$ cat src/rtl/phy_tx_ms_if.sv
// SIE-side handshake and pad-driver signals of the phy_tx_ms transmitter.
interface phy_tx_ms_if;
    logic       ls_mode_i;
    logic       tx_valid_i;
    logic [7:0] tx_data_i;
    logic       tx_ready_o;
    logic       tx_en_o;
    logic       tx_dp_o;
    logic       tx_dn_o;
    logic       busy_o;

    modport master (
        output ls_mode_i, tx_valid_i, tx_data_i,
        input  tx_ready_o, tx_en_o, tx_dp_o, tx_dn_o, busy_o
    );
    modport slave (
        input  ls_mode_i, tx_valid_i, tx_data_i,
        output tx_ready_o, tx_en_o, tx_dp_o, tx_dn_o, busy_o
    );
endinterface

$ cat src/rtl/phy_tx_ms.sv
// USB 2.0 FS/LS transmit PHY: SYNC, NRZI, bit stuffing and EOP generation.
// Define PHY_TX_RESUME_EN to add the resume_i K-drive (resume signalling) path.
module phy_tx_ms #(
    parameter int BIT_SAMPLES  = 4,
    parameter int LS_RATIO     = 8,
    parameter int SYNC_BITS    = 8,
    parameter int STUFF_LEN    = 6,
    parameter int EOP_SE0_BITS = 2
) (
    input  logic       clk_i,
    input  logic       rst_i,
`ifdef PHY_TX_RESUME_EN
    input  logic       resume_i,
`endif
    phy_tx_ms_if.slave tx
);
    localparam int P_FS = BIT_SAMPLES;
    localparam int P_LS = BIT_SAMPLES * LS_RATIO;
    localparam int CW   = $clog2(P_LS);

    localparam logic [2:0] S_IDLE    = 3'd0;
    localparam logic [2:0] S_SYNC    = 3'd1;
    localparam logic [2:0] S_DATA    = 3'd2;
    localparam logic [2:0] S_STUFF   = 3'd3;
    localparam logic [2:0] S_EOP_SE0 = 3'd4;
    localparam logic [2:0] S_EOP_J   = 3'd5;
`ifdef PHY_TX_RESUME_EN
    localparam logic [2:0] S_RES_K   = 3'd6;
    localparam logic [2:0] S_RES_SE0 = 3'd7;
`endif

    logic [2:0]    state_q, state_d;
    logic [CW-1:0] cnt_q, cnt_d;
    logic [4:0]    bcnt_q, bcnt_d;   // SYNC bit, data bit or EOP bit index
    logic          ls_q, ls_d;
    logic [7:0]    byte_q, byte_d;
    logic [2:0]    ones_q, ones_d;
    logic          lvl_q, lvl_d;     // NRZI line level, 1 = J
    logic [CW-1:0] per_m1;
    logic          bit_end, ready, emit, nxt_bit, se0, lvl_out;

    assign per_m1  = ls_q ? CW'(P_LS - 1) : CW'(P_FS - 1);
    assign bit_end = (cnt_q == per_m1);
`ifdef PHY_TX_RESUME_EN
    logic ls_end;
    // Resume SE0 is always timed in low-speed bit periods.
    assign ls_end = (cnt_q == CW'(P_LS - 1));
`endif

    always_comb begin
        state_d = state_q;
        cnt_d   = bit_end ? '0 : cnt_q + CW'(1);
        bcnt_d  = bcnt_q;
        ls_d    = ls_q;
        byte_d  = byte_q;
        ones_d  = ones_q;
        lvl_d   = lvl_q;
        ready   = 1'b0;
        emit    = 1'b0;
        nxt_bit = 1'b0;
        case (state_q)
            S_IDLE: begin
                if (tx.tx_valid_i) begin
                    if (cnt_q == '0) ls_d = tx.ls_mode_i;
                    if (bit_end) begin
                        state_d = S_SYNC;
                        bcnt_d  = '0;
                        emit    = 1'b1;
                    end
                end else begin
                    cnt_d = '0;
`ifdef PHY_TX_RESUME_EN
                    if (resume_i) state_d = S_RES_K;
`endif
                end
            end
            S_SYNC: if (bit_end) begin
                if (bcnt_q == 5'(SYNC_BITS - 1)) begin
                    if (tx.tx_valid_i) begin
                        ready   = 1'b1;
                        byte_d  = tx.tx_data_i;
                        bcnt_d  = '0;
                        state_d = S_DATA;
                        emit    = 1'b1;
                        nxt_bit = tx.tx_data_i[0];
                    end else begin
                        state_d = S_IDLE;
                        lvl_d   = 1'b1;
                        ones_d  = '0;
                    end
                end else begin
                    bcnt_d  = bcnt_q + 5'd1;
                    emit    = 1'b1;
                    nxt_bit = (bcnt_q == 5'(SYNC_BITS - 2));
                end
            end
            S_DATA, S_STUFF: if (bit_end) begin
                // A pending stuff bit always goes out before the next data bit or EOP.
                if (state_q == S_DATA && ones_q == 3'(STUFF_LEN)) begin
                    state_d = S_STUFF;
                    emit    = 1'b1;
                end else if (bcnt_q[2:0] != 3'd7) begin
                    state_d = S_DATA;
                    bcnt_d  = bcnt_q + 5'd1;
                    emit    = 1'b1;
                    nxt_bit = byte_q[bcnt_q[2:0] + 3'd1];
                end else if (tx.tx_valid_i) begin
                    ready   = 1'b1;
                    byte_d  = tx.tx_data_i;
                    bcnt_d  = '0;
                    state_d = S_DATA;
                    emit    = 1'b1;
                    nxt_bit = tx.tx_data_i[0];
                end else begin
                    state_d = S_EOP_SE0;
                    bcnt_d  = '0;
                    ones_d  = '0;
                end
            end
            S_EOP_SE0: if (bit_end) begin
                if (bcnt_q == 5'(EOP_SE0_BITS - 1)) begin
                    state_d = S_EOP_J;
                    lvl_d   = 1'b1;
                end else begin
                    bcnt_d = bcnt_q + 5'd1;
                end
            end
            S_EOP_J: if (bit_end) state_d = S_IDLE;
`ifdef PHY_TX_RESUME_EN
            S_RES_K: begin
                cnt_d = '0;
                if (!resume_i) begin
                    state_d = S_RES_SE0;
                    bcnt_d  = '0;
                end
            end
            S_RES_SE0: begin
                cnt_d = ls_end ? '0 : cnt_q + CW'(1);
                if (ls_end) begin
                    if (bcnt_q == 5'd1) begin
                        state_d = S_EOP_J;
                        lvl_d   = 1'b1;
                    end else begin
                        bcnt_d = bcnt_q + 5'd1;
                    end
                end
            end
`endif
            default: state_d = S_IDLE;
        endcase
        // NRZI: a zero toggles the line, a one holds it and feeds the stuff counter.
        if (emit) begin
            lvl_d  = nxt_bit ? lvl_q : ~lvl_q;
            ones_d = nxt_bit ? ones_q + 3'd1 : 3'd0;
        end
    end

    always_ff @(posedge clk_i) begin
        if (rst_i) begin
            state_q <= S_IDLE;
            cnt_q   <= '0;
            bcnt_q  <= '0;
            ls_q    <= 1'b0;
            byte_q  <= '0;
            ones_q  <= '0;
            lvl_q   <= 1'b1;
        end else begin
            state_q <= state_d;
            cnt_q   <= cnt_d;
            bcnt_q  <= bcnt_d;
            ls_q    <= ls_d;
            byte_q  <= byte_d;
            ones_q  <= ones_d;
            lvl_q   <= lvl_d;
        end
    end

    always_comb begin
        se0     = (state_q == S_EOP_SE0);
        lvl_out = lvl_q;
`ifdef PHY_TX_RESUME_EN
        if (state_q == S_RES_SE0) se0 = 1'b1;
        if (state_q == S_RES_K) lvl_out = 1'b0;
`endif
    end

    // J is (1,0) at full speed and (0,1) at low speed.
    assign tx.tx_dp_o    = ~se0 & (lvl_out ^ ls_q);
    assign tx.tx_dn_o    = ~se0 & ~(lvl_out ^ ls_q);
    assign tx.tx_en_o    = (state_q != S_IDLE);
    assign tx.busy_o     = (state_q != S_IDLE);
    assign tx.tx_ready_o = ready & ~rst_i;
endmodule

$ cat src/flat_wrapper.sv
// flat-port wrapper written by rule: the top's interface ports become plain ports
module phy_tx_ms_flat 
#(
    parameter int BIT_SAMPLES  = 4,
    parameter int LS_RATIO     = 8,
    parameter int SYNC_BITS    = 8,
    parameter int STUFF_LEN    = 6,
    parameter int EOP_SE0_BITS = 2
)
  (clk_i, rst_i, tx_ls_mode_i, tx_tx_valid_i, tx_tx_data_i, tx_tx_ready_o, tx_tx_en_o, tx_tx_dp_o, tx_tx_dn_o, tx_busy_o);
  phy_tx_ms_if tx_i ();
  input  logic clk_i;
  input  logic rst_i;
  input wire logic [$bits(tx_i.ls_mode_i)-1:0] tx_ls_mode_i;
  input wire logic [$bits(tx_i.tx_valid_i)-1:0] tx_tx_valid_i;
  input wire logic [$bits(tx_i.tx_data_i)-1:0] tx_tx_data_i;
  output wire logic [$bits(tx_i.tx_ready_o)-1:0] tx_tx_ready_o;
  output wire logic [$bits(tx_i.tx_en_o)-1:0] tx_tx_en_o;
  output wire logic [$bits(tx_i.tx_dp_o)-1:0] tx_tx_dp_o;
  output wire logic [$bits(tx_i.tx_dn_o)-1:0] tx_tx_dn_o;
  output wire logic [$bits(tx_i.busy_o)-1:0] tx_busy_o;
  assign tx_i.ls_mode_i = tx_ls_mode_i;
  assign tx_i.tx_valid_i = tx_tx_valid_i;
  assign tx_i.tx_data_i = tx_tx_data_i;
  assign tx_tx_ready_o = tx_i.tx_ready_o;
  assign tx_tx_en_o = tx_i.tx_en_o;
  assign tx_tx_dp_o = tx_i.tx_dp_o;
  assign tx_tx_dn_o = tx_i.tx_dn_o;
  assign tx_busy_o = tx_i.busy_o;
  phy_tx_ms #(.BIT_SAMPLES(BIT_SAMPLES), .LS_RATIO(LS_RATIO), .SYNC_BITS(SYNC_BITS), .STUFF_LEN(STUFF_LEN), .EOP_SE0_BITS(EOP_SE0_BITS)) u_core (.clk_i(clk_i), .rst_i(rst_i), .tx(tx_i));
endmodule
$ cat config.mk
export PLATFORM = sky130hd
export DESIGN_NAME = phy_tx_ms_flat
export DESIGN_NICKNAME = d
export VERILOG_FILES = /design/src/rtl/phy_tx_ms_if.sv /design/src/rtl/phy_tx_ms.sv /design/src/flat_wrapper.sv
export SDC_FILE = /design/constraint.sdc
export NUM_CORES = 1
export LEC_CHECK = 0
export ABC_CLOCK_PERIOD_IN_PS = 4300
export BUFFER_PORTS_ARGS = -buffer_cell sky130_fd_sc_hd__buf_2
export CORE_ASPECT_RATIO = 2
export CORE_MARGIN = 3
export CORE_UTILIZATION = 60
export CTS_CLUSTER_DIAMETER = 100
export CTS_CLUSTER_SIZE = 24
export DETAILED_ROUTE_END_ITERATION = 7
export PLACE_DENSITY_LB_ADDON = 0.3
export RECOVER_POWER = 25
export SLEW_MARGIN = 15
export SYNTH_ARGS = -nofsm -noshare
export SYNTH_HDL_FRONTEND = slang
export SYNTH_SLANG_ARGS = --single-unit
$ cat constraint.sdc
create_clock -name clk_i -period 4.3 [get_ports clk_i]
set_input_delay 0.86 -clock clk_i [delete_from_list [all_inputs] [get_ports clk_i]]
set_output_delay 0.86 -clock clk_i [all_outputs]
set_load 0.005 [all_outputs]
==> metrics.md, run 1 <==
| Metric | Value |
|---|---|
| Vert. Die Dim | `81.2 um` |
| Total length of routed wires | `3.67 mm` |
| # diodes | `0` |
| Synthesized Nets | `213` |
| NetSw | `97.0 uW` |
| Antenna violations before repair | `0` |
| Post-Route Setup TNS | `0 ns` |
| Kind of start point of the critical path | `flop` |
| DRC viols | `0` |
| Arr. time, crit path | `2.68 ns` |
| Critical path required time | `3.44 ns` |
| Post-detailed-placement half-perimeter wirelength | `2.74 mm` |
| Cell area after placement | `1740 um2` |
| Total instance count after detailed placement | `224` |
| Congestion Overflow GR | `0` |
| Via count | `1448` |
| Final standard cell area without fillers | `1810 um2` |
| Post-synthesis sequential element count | `26` |
| Routed wire per std cell | `16.1 um` |
| Share of flip-flops with an asynchronous set or reset | `0%` |
| Synthesized area per cell | `8.79 um2` |
| Unrepaired setup endpoints after global routing | `false` |
| Nets@finish | `221` |
| Slowest library cell on the worst path | `sky130_fd_sc_hd__and3b_1` |
| Number of flops mapped to enable cells by yosys | `0` |
| Rel. slew slack | `48.2%` |
| Clock Skews | `0.00384 ns` |
| Clk pwr share | `42.8%` |
| Worst-path fanout max | `9` |
| Top_reg_cell synth | `sky130_fd_sc_hd__dfxtp_1` |
| Run status | `complete, no violations` |
| Number of vias per cell | `6.35` |
| Number of rows created at floorplan | `26` |
| CTS H-Tree Depth | `1` |
| Non-filler instance count after layout | `228` |
| Number of cells produced by synthesis | `193` |
| Crit. End Element | `output port` |
| Total clock sinks | `26` |
| Cell breakdown of the critical path | `ha_1 -> nor4bb_1 -> a32oi_1 -> and3b_1 -> nor2b_1 -> buf_2` |
| Fraction of power spent switching nets | `20.3%` |
| DP Worst Slack | `1.09 ns` |
| Max Cap Viol | `0` |
| Achievable clock frequency | `0.283 GHz` |
| Longest individual stage delay on the worst path | `0.56 ns` |
| Number of buffers added by the clock tree synthesis step | `3` |
| Final max-slew violation count | `0` |
| Share of total power in sequential cells | `51.4%` |
| Clock insertion delay at the later pin of the skew report | `0.27 ns` |
| Total Die Area | `3540 um2` |
| Class of the most critical setup path | `flop to output port` |
| Core region area | `2640 um2` |
| Final Worst Setup Slack | `0.763 ns` |
| ANT nets after route | `0` |
| Buffers added on ports | `16` |
| Buffers inserted by post-CTS timing repair | `0` |
| Total count of hold-check failures in the final report | `0` |
| Power Total | `477 uW` |
| Hold bufs inserted after CTS | `0` |
| Cell area after synthesis | `1700 um2` |
| Global-route wire length before repair | `6.25 mm` |
| Top library cells by usage in the layout, fill and taps aside | `sky130_fd_sc_hd__nor2_1, sky130_fd_sc_hd__dfxtp_1, sky130_fd_sc_hd__buf_2` |
| Post-cts repair resize count | `0` |
| Internal | `380 uW` |
| Number of iterations in the first detailed-routing pass | `5` |
| Routability Congestion | `0.892` |
| Vias in the first global route | `1458` |
| Proportion of synthesized chip area in sequential cells | `30.7%` |
| Maximum buffer depth of the clock tree | `2` |
| Filler cells | `213` |
| Maximum resistive drop on vdd | `0.206 mV` |
| Leakage dissipation | `0.641 nW` |
| Area growth from synthesis to layout | `6.71%` |
| Synthesis warning total | `0` |
| Endpoints failing setup | `0` |
| Boundary pin count | `17` |
| CTS tree | `done` |
| Width of the die | `43.6 um` |
| CTS root buf | `sky130_fd_sc_hd__clkbuf_8` |
| Worst min-delay path class | `flop to flop` |
| Effective utilization at floorplan | `64.4%` |
| Iter 0 DRT Violations | `53` |
| CTS clk-pin slew, worst paths | `0.09 ns` |
| Post-route minimum period | `3.54 ns` |
| Finished Core Util | `68.7%` |
| Fraction of power consumed by combinational cells | `5.8%` |
| Worst hold-check slack | `0.482 ns` |
| Pin count of the biggest net entering global routing | `28` |
| Number of distinct library cell variants in the gate-level netlist after synthesis | `54` |
| Tightest Pin Transition | `0.766 ns` |
| Final cycle utilization of the critical path | `82.3%` |
| GRT Util Overall | `22.7%` |
| Fraction of layout cells with a size suffix above 1 | `16.0%` |
| Ratio of total power to cell area | `263 nW/um2` |
==> worst paths after layout <==
check,to,cells past startpoint,slack (ns),startpoint
setup reg to reg,u_core.byte_q[7],6,1.77,u_core.bcnt_q[0]
hold reg to reg,u_core.cnt_q[0],1,0.48,u_core.cnt_q[0]
setup / recovery,tx_tx_ready_o,6,0.76,u_core.bcnt_q[0]
hold / removal,u_core.cnt_q[0],1,0.48,u_core.cnt_q[0]
==> routing by layer <==
| layer | wire, um | up-vias | track usage [%] |
|---|---|---|---|
| li1 | - | 703 | - |
| met4 | 96 | 0 | 13.0 |
| met2 | 2090 | 38 | 42.4 |
| met1 | 1350 | 698 | 23.1 |
| met5 | 0 | - | 0 |
| met3 | 130 | 9 | 2.44 |
==> final cells by class <==
class / count / area [um2] / share of cell area (%)
clock buffers: 3 / 41.3 / 2.28
well taps: 28 / 35.0 / 1.94
inverters: 10 / 37.5 / 2.07
multi-input cells: 144 / 1070 / 58.9
clock inverters: 1 / 30.0 / 1.66
repair buffers: 16 / 80.1 / 4.42
flip-flops and latches: 26 / 520 / 28.7
==> cells in the mapped netlist, types with 2 or more instances <==
master | number | area share [%]
sky130_fd_sc_hd__and2_1 | 5 | 1.8
sky130_fd_sc_hd__a21oi_1 | 8 | 2.4
sky130_fd_sc_hd__or3_1 | 4 | 1.5
sky130_fd_sc_hd__o32ai_1 | 3 | 1.5
sky130_fd_sc_hd__buf_4 | 2 | 0.88
sky130_fd_sc_hd__xor2_1 | 3 | 1.5
sky130_fd_sc_hd__o21ai_1 | 2 | 0.59
sky130_fd_sc_hd__nor2b_1 | 5 | 1.8
sky130_fd_sc_hd__a32oi_1 | 3 | 1.5
sky130_fd_sc_hd__nand3b_1 | 2 | 0.88
sky130_fd_sc_hd__ha_1 | 8 | 5.9
sky130_fd_sc_hd__inv_1 | 10 | 2.2
sky130_fd_sc_hd__mux4_2 | 2 | 2.7
sky130_fd_sc_hd__xnor2_1 | 4 | 2.1
sky130_fd_sc_hd__nand3_1 | 7 | 2.1
sky130_fd_sc_hd__buf_6 | 2 | 1.3
sky130_fd_sc_hd__o31a_1 | 2 | 1.0
sky130_fd_sc_hd__nor3_1 | 5 | 1.5
sky130_fd_sc_hd__mux2i_1 | 9 | 5.3
sky130_fd_sc_hd__nor4_1 | 2 | 0.74
sky130_fd_sc_hd__o21a_1 | 2 | 0.88
sky130_fd_sc_hd__clkbuf_1 | 8 | 1.8
sky130_fd_sc_hd__nand2b_1 | 4 | 1.5
sky130_fd_sc_hd__o211ai_1 | 3 | 1.3
sky130_fd_sc_hd__nor2_1 | 26 | 5.8
sky130_fd_sc_hd__nand2_1 | 8 | 1.8
sky130_fd_sc_hd__and3b_1 | 2 | 1.0
sky130_fd_sc_hd__dfxtp_1 | 26 | 31
==> cells by family after synthesis <==
| family | Yosys count | share of synthesized area (%) |
|---|---|---|
| muxes | 12 | 8.63 |
| AOI/OAI and AO/OA | 37 | 18.1 |
| xor gates and xnor gates | 7 | 3.61 |
| DFF | 26 | 30.7 |
| and+or+nand+nor | 80 | 26.6 |
| adders and majority gates | 8 | 5.90 |
| buffers and inverters | 23 | 6.49 |
==> power groups by stage <==
stage                     Clock [mW]  Sequential, mW  Combinational, mW
after floorplan                    0           0.250             0.0187
after global placement             0           0.251             0.0266
after detailed placement           0           0.251             0.0277
after CTS                      0.206           0.245             0.0279
after global routing           0.217           0.245             0.0306
final                          0.204           0.245             0.0278
==> critical path, delay by kind of cell (launching register included) <==
kind                       cells  cell delay [ns]
and+or+nand+nor                3             1.29
buffers and inverters          1             0.12
DFF                            1             0.55
AOI/OAI and AO/OA              1             0.15
adders and majority gates      1             0.29
==> sequential cells by signal, indices dropped and copies added, names as in the netlist <==
signal	flops
u_core.ls_q	1
u_core.byte_q	8
u_core.bcnt_q	5
u_core.state_q	3
u_core.ones_q	3
u_core.cnt_q	5
u_core.lvl_out	1
Power figures use the tool's default switching activity.
==> inputs of run 2 (changes only) <==
--- a/config.mk
+++ b/config.mk
@@ -5,11 +5,11 @@
 export SDC_FILE = /design/constraint.sdc
 export NUM_CORES = 1
 export LEC_CHECK = 0
-export ABC_CLOCK_PERIOD_IN_PS = 4300
+export ABC_CLOCK_PERIOD_IN_PS = 3400
 export BUFFER_PORTS_ARGS = -buffer_cell sky130_fd_sc_hd__buf_2
 export CORE_ASPECT_RATIO = 2
 export CORE_MARGIN = 3
-export CORE_UTILIZATION = 60
+export CORE_UTILIZATION = 58
 export CTS_CLUSTER_DIAMETER = 100
 export CTS_CLUSTER_SIZE = 24
 export DETAILED_ROUTE_END_ITERATION = 7
==> constraint.sdc (replaced) <==
create_clock -name clk_i -period 3.4 [get_ports clk_i]
set_input_delay 0.68 -clock clk_i [delete_from_list [all_inputs] [get_ports clk_i]]
set_output_delay 0.68 -clock clk_i [all_outputs]
set_load 0.005 [all_outputs]
==> run 2 against run 1 <==
Combinational power is 26% higher; core utilization fell by 2.8 points; clock skew is 0.00057 ns higher; power is 26% higher; first-iteration DRC count decreased by 26%; cell area grew 0.83%; critical endpoint unchanged.
==> metrics.md, run 2 (synthesis gave the netlist of run 1 again) <==
| Metric | Value |
|---|---|
| Width of the die | `44.2 um` |
| Run status | `complete, no violations` |
| Total instance count after detailed placement | `226` |
| Global-route wire length before repair | `6.19 mm` |
| Unrepaired setup endpoints after global routing | `false` |
| Tightest Pin Transition | `0.690 ns` |
| Slowest library cell on the worst path | `sky130_fd_sc_hd__dfxtp_1` |
| Number of iterations in the first detailed-routing pass | `4` |
| Number of vias per cell | `6.31` |
| Met3 demand-to-capacity share in global routing | `2.82%` |
| Class of the most critical setup path | `flop to output port` |
| Area taken by flip-flops and latches | `520 um2` |
| Vias in the first global route | `1464` |
| Met2 usage in global routing | `42.4%` |
| Cell breakdown of the critical path | `ha_1 -> nor4bb_2 -> a32oi_1 -> and3b_1 -> buf_4 -> nor2b_1 -> buf_2` |
| CTS root buf | `sky130_fd_sc_hd__clkbuf_8` |
| Longest individual stage delay on the worst path | `0.55 ns` |
| Fraction of layout cells with a size suffix above 1 | `16.9%` |
| Path depth of the worst reg2reg path | `6` |
| Clock insertion delay at the later pin of the skew report | `0.27 ns` |
| Effective utilization at floorplan | `61.2%` |
| End of the worst hold path | `u_core.cnt_q[0]` |
| Buffers added on ports | `16` |
| Maximum buffer depth of the clock tree | `2` |
| Arr. time, crit path | `2.38 ns` |
| Post-cts repair resize count | `0` |
| Achievable clock frequency | `0.326 GHz` |
| Post-route minimum period | `3.06 ns` |
| Nets@finish | `222` |
| Most Crowded Layer GR | `met2` |
| Endpoints failing setup | `0` |
| Kind of start point of the critical path | `flop` |
| Worst min-delay path class | `flop to flop` |
| Number of flip-flops under the largest register name | `8` |
| Total Die Area | `3650 um2` |
| Routed wire per std cell | `15.5 um` |
| Finished Core Util | `65.9%` |
| Startpoint of the most critical hold path | `u_core.cnt_q[0]` |
| Startpoint of the worst register-to-register path | `u_core.bcnt_q[0]` |
| Total length of routed wires | `3.56 mm` |
| Final cycle utilization of the critical path | `90.1%` |
| Vert. Die Dim | `82.5 um` |
| Top library cells by usage in the layout, fill and taps aside | `sky130_fd_sc_hd__nor2_1, sky130_fd_sc_hd__dfxtp_1, sky130_fd_sc_hd__buf_2` |
| Area occupied by multi-input gates | `1070 um2` |
| ANT nets after route | `0` |
| Via count | `1452` |
| Critical path required time | `2.72 ns` |
| Crit. End Element | `output port` |
| Pin count of the biggest net entering global routing | `28` |
| Largest Register | `u_core.byte_q` |
| Post-detailed-placement half-perimeter wirelength | `2.74 mm` |
| Total clock sinks | `26` |
| Core region area | `2770 um2` |
| Clock Skews | `0.00441 ns` |
| CTS H-Tree Depth | `1` |
| Maximum resistive drop on vdd | `0.251 mV` |
| Worst-path fanout max | `9` |
| Boundary pin count | `17` |
| Number of rows created at floorplan | `27` |
| Rel. slew slack | `53.4%` |
| Power Total | `600 uW` |
| Worst reg2reg setup slack | `1.14 ns` |
| Max Cap Viol | `0` |
| Final max-slew violation count | `0` |
| Ratio of total power to cell area | `328 nW/um2` |
| Critical register-to-register path endpoint | `u_core.lvl_out` |
| Routability Congestion | `0.875` |
| Area growth from synthesis to layout | `7.60%` |
| Total count of hold-check failures in the final report | `0` |
| DRC viols | `0` |
| Top Registers | `u_core.byte_q x8, u_core.bcnt_q x5, u_core.cnt_q x5` |
| Global-route met1 utilization | `21.3%` |
| Iter 0 DRT Violations | `39` |
| CTS tree | `done` |
| Antenna violations before repair | `0` |
| GRT Util Overall | `22.0%` |
| Congestion Overflow GR | `0` |
| # diodes | `0` |
| Worst hold path stage count | `1` |
| Number of buffers added by the clock tree synthesis step | `3` |
| Post-Route Setup TNS | `0 ns` |
| Non-filler instance count after layout | `230` |
| Buffers inserted by post-CTS timing repair | `0` |
| Leakage dissipation | `0.647 nW` |
| CTS clk-pin slew, worst paths | `0.09 ns` |
| Hold bufs inserted after CTS | `0` |
| Filler cells | `243` |
[run 2: changes by cell type in the layout (fill, tap and decap cells not counted)]
cell,delta
sky130_fd_sc_hd__and2_0,-1
sky130_fd_sc_hd__and2_1,+1
sky130_fd_sc_hd__buf_4,+1
sky130_fd_sc_hd__nor4bb_1,-1
sky130_fd_sc_hd__nor4bb_2,+1
[run 2: area by class of cell]
class                   count  share of cell area (%)
multi-input cells         144                    58.7
flip-flops and latches     26                    28.5
repair buffers             17                    4.80
clock buffers               3                    2.26
inverters                  10                    2.06
well taps                  29                    1.99
clock inverters             1                    1.64
[run 2: where the power goes]
part	leakage (nW)	switching [mW]	internal, mW
registers	0.210	0.00340	0.307
logic	0.402	0.0189	0.0160
clock network	0.0357	0.0972	0.157
[run 2: critical path, delay by kind of cell, from the launching register on]
kind / cells / cell delay [ns]
AO/OA/AOI/OAI: 1 / 0.14
adder cells (fa/ha/maj): 1 / 0.29
buffers and inverters: 2 / 0.30
flip-flops: 1 / 0.55
AND/OR/NAND/NOR: 3 / 0.84
[run 2: per-layer routing]
layer,vias up,part of all wire [%]
met2,44,57
li1,711,-
met5,-,0
met4,0,3.2
met1,682,36
met3,15,3.5
[run 2: through the flow]
step | hold WS [ns] | worst slack [ns] | cell area, um2
final | 0.475 | 0.336 | 1830
after global routing | 0.509 | 0.142 | 1830
after CTS | 0.489 | 0.211 | 1820
after detailed placement | 0.466 | 0.545 | 1750
after global placement | 0.445 | 0.695 | 1750
after floorplan | 0.430 | 0.954 | 1700
[run 2: worst max-delay path by stage]
| stage | from | to | slack (ns) | cells after the start |
|---|---|---|---|---|
| final | u_core.bcnt_q[0] | tx_tx_ready_o | 0.34 | 7 |
| after floorplan | u_core.bcnt_q[0] | tx_tx_ready_o | 0.95 | 6 |
| after CTS | u_core.bcnt_q[0] | tx_tx_ready_o | 0.21 | 7 |
| after global routing | u_core.bcnt_q[0] | tx_tx_ready_o | 0.14 | 7 |
| after global placement | u_core.bcnt_q[0] | tx_tx_ready_o | 0.70 | 7 |
| after detailed placement | u_core.bcnt_q[0] | tx_tx_ready_o | 0.54 | 7 |
